<file path="config.mk">
export PLATFORM = sky130hd
export DESIGN_NAME = zeroheti_apb_bridge
export DESIGN_NICKNAME = d
export VERILOG_FILES = /design/src/rtl/zeroheti_apb_bridge.sv
export SDC_FILE = /design/constraint.sdc
export NUM_CORES = 1
export LEC_CHECK = 0
export ABC_CLOCK_PERIOD_IN_PS = 2300
export CAP_MARGIN = 20
export CELL_PAD_IN_SITES_DETAIL_PLACEMENT = 1
export CELL_PAD_IN_SITES_GLOBAL_PLACEMENT = 1
export CORE_MARGIN = 8
export CORE_UTILIZATION = 26
export DETAILED_ROUTE_END_ITERATION = 16
export PLACE_DENSITY = 0.77
export SLEW_MARGIN = 20
export SYNTH_ARGS = -nofsm -noshare
export SYNTH_HDL_FRONTEND = slang
export SYNTH_SLANG_ARGS = --single-unit
</file>
<file path="constraint.sdc">
create_clock -name clk_i -period 2.3 [get_ports clk_i]
set_clock_uncertainty 0.05 [all_clocks]
set_input_delay 0.575 -clock clk_i [delete_from_list [all_inputs] [get_ports clk_i]]
set_output_delay 0.575 -clock clk_i [all_outputs]
set_load 0.01 [all_outputs]
</file>
<file path="src/rtl/zeroheti_apb_bridge.sv">
// OBI subordinate to APB4 manager bridge with NumSel decoded select lines.
// Optional ACCESS-phase timeout enabled by defining ZEROHETI_APB_TIMEOUT_EN.
module zeroheti_apb_bridge #(
  parameter int unsigned          AddrWidth     = 32,
  parameter int unsigned          DataWidth     = 32,
  parameter int unsigned          NumSel        = 4,
  parameter logic [AddrWidth-1:0] BaseAddr      = 32'h0003_0000,
  parameter int unsigned          RegionBits    = 12,
  parameter int unsigned          TimeoutCycles = 255
) (
  input  logic                        clk_i,
  input  logic                        rst_ni,
  input  logic                        obi_req_i,
  output logic                        obi_gnt_o,
  input  logic [AddrWidth-1:0]        obi_addr_i,
  input  logic                        obi_we_i,
  input  logic [DataWidth/8-1:0]      obi_be_i,
  input  logic [DataWidth-1:0]        obi_wdata_i,
  output logic                        obi_rvalid_o,
  output logic [DataWidth-1:0]        obi_rdata_o,
  output logic                        obi_err_o,
  output logic [AddrWidth-1:0]        paddr_o,
  output logic [NumSel-1:0]           psel_o,
  output logic                        penable_o,
  output logic                        pwrite_o,
  output logic [DataWidth-1:0]        pwdata_o,
  output logic [DataWidth/8-1:0]      pstrb_o,
  output logic [2:0]                  pprot_o,
  input  logic [NumSel*DataWidth-1:0] prdata_i,
  input  logic [NumSel-1:0]           pready_i,
  input  logic [NumSel-1:0]           pslverr_i,
  output logic                        busy_o
);

  localparam int unsigned StrbWidth = DataWidth / 8;
  localparam int unsigned IdxWidth  = (NumSel > 1) ? $clog2(NumSel) : 1;

  typedef enum logic [1:0] {IDLE, SETUP, ACCESS, RESP} state_e;

  state_e state_q, state_d;

  logic [AddrWidth-1:0] addr_q;
  logic                 we_q;
  logic [StrbWidth-1:0] be_q;
  logic [DataWidth-1:0] wdata_q;
  logic [IdxWidth-1:0]  idx_q;
  logic [DataWidth-1:0] rdata_q;
  logic                 err_q;

  logic [AddrWidth-1:0] dec_off;
  logic [AddrWidth-1:0] dec_region;
  logic                 dec_hit;
  logic [IdxWidth-1:0]  dec_idx;

  logic [DataWidth-1:0] sel_rdata;
  logic                 sel_ready;
  logic                 sel_err;
  logic [NumSel-1:0]    sel_onehot;

  logic                 grant;
  logic                 abort;

  // Lower bound is checked separately so addresses below the window never alias after the subtraction wraps.
  assign dec_off    = obi_addr_i - BaseAddr;
  assign dec_region = dec_off >> RegionBits;
  assign dec_hit    = (obi_addr_i >= BaseAddr) && (dec_region < AddrWidth'(NumSel));
  assign dec_idx    = dec_region[IdxWidth-1:0];

  assign grant = (state_q == IDLE) && obi_req_i;

  always_comb begin
    sel_rdata  = '0;
    sel_ready  = 1'b0;
    sel_err    = 1'b0;
    sel_onehot = '0;
    for (int unsigned k = 0; k < NumSel; k++) begin
      if (idx_q == IdxWidth'(k)) begin
        sel_rdata     = prdata_i[k*DataWidth +: DataWidth];
        sel_ready     = pready_i[k];
        sel_err       = pslverr_i[k];
        sel_onehot[k] = 1'b1;
      end
    end
  end

`ifdef ZEROHETI_APB_TIMEOUT_EN
  localparam logic [15:0] TmoLast = 16'(TimeoutCycles - 1);

  logic [15:0] tmo_cnt_q;

  always_ff @(posedge clk_i or negedge rst_ni) begin
    if (!rst_ni) begin
      tmo_cnt_q <= '0;
    end else if (state_q == SETUP) begin
      tmo_cnt_q <= '0;
    end else if (state_q == ACCESS && !sel_ready) begin
      tmo_cnt_q <= tmo_cnt_q + 16'd1;
    end
  end

  assign abort = (state_q == ACCESS) && !sel_ready && (tmo_cnt_q == TmoLast);
`else
  assign abort = 1'b0;
`endif

  always_ff @(posedge clk_i or negedge rst_ni) begin
    if (!rst_ni) begin
      state_q <= IDLE;
    end else begin
      state_q <= state_d;
    end
  end

  always_comb begin
    state_d = state_q;
    unique case (state_q)
      IDLE:    if (obi_req_i) state_d = dec_hit ? SETUP : RESP;
      SETUP:   state_d = ACCESS;
      ACCESS:  if (sel_ready || abort) state_d = RESP;
      RESP:    state_d = IDLE;
      default: state_d = IDLE;
    endcase
  end

  // A miss preloads the error response; a completed or aborted ACCESS overwrites it.
  always_ff @(posedge clk_i or negedge rst_ni) begin
    if (!rst_ni) begin
      addr_q  <= '0;
      we_q    <= 1'b0;
      be_q    <= '0;
      wdata_q <= '0;
      idx_q   <= '0;
      rdata_q <= '0;
      err_q   <= 1'b0;
    end else if (grant) begin
      addr_q  <= obi_addr_i;
      we_q    <= obi_we_i;
      be_q    <= obi_be_i;
      wdata_q <= obi_wdata_i;
      idx_q   <= dec_hit ? dec_idx : '0;
      rdata_q <= '0;
      err_q   <= !dec_hit;
    end else if (state_q == ACCESS && sel_ready) begin
      rdata_q <= sel_rdata;
      err_q   <= sel_err;
    end else if (abort) begin
      rdata_q <= '0;
      err_q   <= 1'b1;
    end
  end

  assign obi_gnt_o    = grant;
  assign obi_rvalid_o = (state_q == RESP);
  assign obi_rdata_o  = obi_rvalid_o ? rdata_q : '0;
  assign obi_err_o    = obi_rvalid_o & err_q;

  assign psel_o    = (state_q == SETUP || state_q == ACCESS) ? sel_onehot : '0;
  assign penable_o = (state_q == ACCESS);
  assign paddr_o   = addr_q;
  assign pwrite_o  = we_q;
  assign pwdata_o  = wdata_q;
  assign pstrb_o   = we_q ? be_q : '0;
  assign pprot_o   = 3'b000;
  assign busy_o    = (state_q != IDLE);

endmodule

</file>
==> flow_summary.toml <==
[outcome]
status = "complete, no violations"

[timing]
finalCritPeriodShare_pct = 97.56
fin_crit_ns = 2.244
drv_slew = 0
layout_setup_ws_ns = 0.05614
setup_viol = 0
hold_viol = 0
clock.fmax_mhz = 445.7
final.setup.tns_ns = 0
fin_hold_ws_ns = 0.1234

[detailed_routing]
vias = 5214
drt_iter0_drc = 213
drc = 0
finalWirelength_um = 22250
detail_route.vias_per_cell = 4.534
dr.pass1.iters = 5
wl_per_cell_um = 19.35
drtAntennaViolNets = 0

[synthesis]
synth_top_family_by_area = "simple AND/OR/NAND/NOR gates"
synth-xor-area-share_pct = 0
synth_fa_ha_area_share_pct = 0.9544
synthSimpleGateAreaFrac_pct = 25.94
synth_compound_area_share_pct = 3.675
synth_seq_cells = 106
synthCells = 558
synthMuxAreaShare_pct = 15.10
avgSynthCellArea_um2 = 9.397
seq_area_frac_synth_pct = 50.58
ys_warn_count = 0
synthesis.area_um2 = 5244
post_synth_num_cell_types = 26

[global_route]
grt_pass1_wl_um = 33240
grt_pass1_vias = 5801
grt_usage_pct = 17.41
grt_max_degree = 73
gr-total-overflow = 0
antenna_found_initial = 0

[clocking]
cts_sinks = 106
cts_tree = "yes"
h-tree-depth = 3
cts_buffer_depth = 2
cts_buffers = 9
path_clk_slew_ns = 0.07
hold_buffers = 0
clock_latency_ns = 0.34
cts_root_buf = "clkbuf_16"

[min_path]
hold_path_class = "in2async"

[pwr]
ir_drop_uv = 543.0
power.density_nw_per_um2 = 994.1
p_leak_nw = 4.113

[job]
drv_cap = 0

[placed_design]
gp_congestion = 0.7603
io_buffer_count = 317
dpl_cell_area_um2 = 8850
post-dp-hpwl_um = 17660
preCtsSetupSlack_ns = -0.1431

[setup_path]
worstPathArrival_ns = 1.62
cp_max_fo = 17
required_ns = 1.67
worst_setup_path_end_kind = "output pin"
critPathLaunchType = "register"
setup.worst_path.class = "reg2out"

[cells_and_area]
finalNetCount = 1087
final_util_pct = 45.83
fin_area_um2 = 9184
antenna_cells = 0
layout-area-overhead-vs-synth_pct = 75.14
drive_gt1_share_pct = 12.61

[floorplan]
die_w_um = 158.0
design.core.area_um2 = 20040
start_util_pct = 26.17
num_rows = 52
die_height_um = 158.0
num_io_pins = 321
dieArea_um2 = 24970
-- kinds of logic (layout without fill, tap and decap cells) --
family | count (synthesis) | count (layout)
mux | 36 | 36
simple gates | 329 | 329
buf+inv | 44 | 364
flops | 106 | 106
fa+ha+maj | 4 | 4
other cells | 1 | 3
compound gates | 38 | 38
-- layout by cell type (no fill, tap or decap), drive strengths merged, types with 2 or more instances in the layout --
cell type	netlist	layout
nand2	277	277
clkdlybuf4s50	0	275
dfrtp	106	106
buf	11	45
and2	38	38
mux4	34	34
a21oi	33	33
dlygate4sd2	0	16
clkbuf	28	9
clkdlybuf4s15	0	6
inv	5	5
nor4	4	4
ha	4	4
o21ai	3	3
conb	1	3
bufinv	0	3
nor2	2	2
nand3	2	2
o22ai	2	2
clkinvlp	0	2
clkinv	0	2
mux2	2	2
-- cells in the mapped netlist --
cell type	number	area (µm²)
conb_1	1	3.750
clkbuf_1	28	105.1
nor3b_1	1	7.510
mux2_2	1	11.26
buf_6	1	11.26
nand4_1	1	6.260
mux4_2	34	765.7
and2_1	38	237.7
o21ai_0	3	15.01
and3_1	1	6.260
a21oi_1	33	165.2
o22ai_1	2	12.51
and3b_1	1	8.760
nand3_1	2	10.01
nor3_1	1	5.000
ha_1	4	50.05
inv_1	5	18.77
nand2_1	277	1040
buf_1	2	7.510
nor2_1	2	7.510
mux2_4	1	15.01
or2_2	1	6.260
nor4_1	4	25.02
buf_4	4	30.03
buf_2	4	20.02
dfrtp_1	106	2653
-- through the flow --
stage | instances | power, W
floorplan | 560 | 0.004788
global placement | 1131 | 0.007284
detailed placement | 1131 | 0.007422
CTS | 1148 | 0.009318
global route | 1150 | 0.009828
finish | 1150 | 0.009129
-- registers in the layout, summed over array words and instances (netlist names) --
name	count
pwrite_o	1
paddr_o	32
rdata_q	32
state_q	2
idx_q	2
pwdata_o	32
be_q	4
err_q	1
-- final timing paths --
path                             start         endpoint  slack, ns  cells past startpoint
max                         state_q[1]  obi_rdata_o[19]       0.06                      5
min                             rst_ni      pwdata_o[1]       0.12                      1
max reg2reg                   idx_q[0]            err_q       0.27                      4
min reg2reg                pwdata_o[9]      pwdata_o[9]       0.42                      2
max in group asynchronous       rst_ni      pwdata_o[4]       1.47                      2
min in group clk_i         pwdata_o[9]      pwdata_o[9]       0.42                      2
-- worst max-delay path, stage by stage (launching register included) --
cell	delay (ns)
dfrtp_1	0.41
buf_6	0.14
ha_4	0.16
buf_12	0.14
and2_1	0.13
dlygate4sd2_1	0.30
-- routing by layer --
layer	global-route usage [%]	vias to the layer above	share of wire (%)	routed length (µm)
met4	5.029	0	1.8	395
met2	30.92	220	50	11130
met1	19.04	2535	38	8446
met3	6.525	20	10	2280
met5	0	-	0	0
li1	-	2439	-	-
-- power breakdown --
| group | internal (W) | switching (W) | leakage (nW) |
|---|---|---|---|
| sequential | 0.00265 | 0.000397 | 1.34 |
| clock | 0.00107 | 0.000728 | 0.164 |
| combinational | 0.00223 | 0.00205 | 2.61 |
-- layout make-up --
class | instances | area [µm²]
timing repair buffer | 343 | 3381
sequential | 106 | 2656
fill | 2342 | 10860
inverter | 5 | 20.02
multi-input combinational | 410 | 2439
tap | 270 | 337.8
clock buffer | 9 | 225.2
clock inverter | 7 | 125.1
-- what timing repair did --
item                       4_1_cts  5_1_grt
setup buffers                    0        2
cloned                           1        0
resized for setup              110        3
hold endpoints to repair         0        0
setup endpoints to repair       40       11
Note: power is estimated with default switching activity, not from simulation.
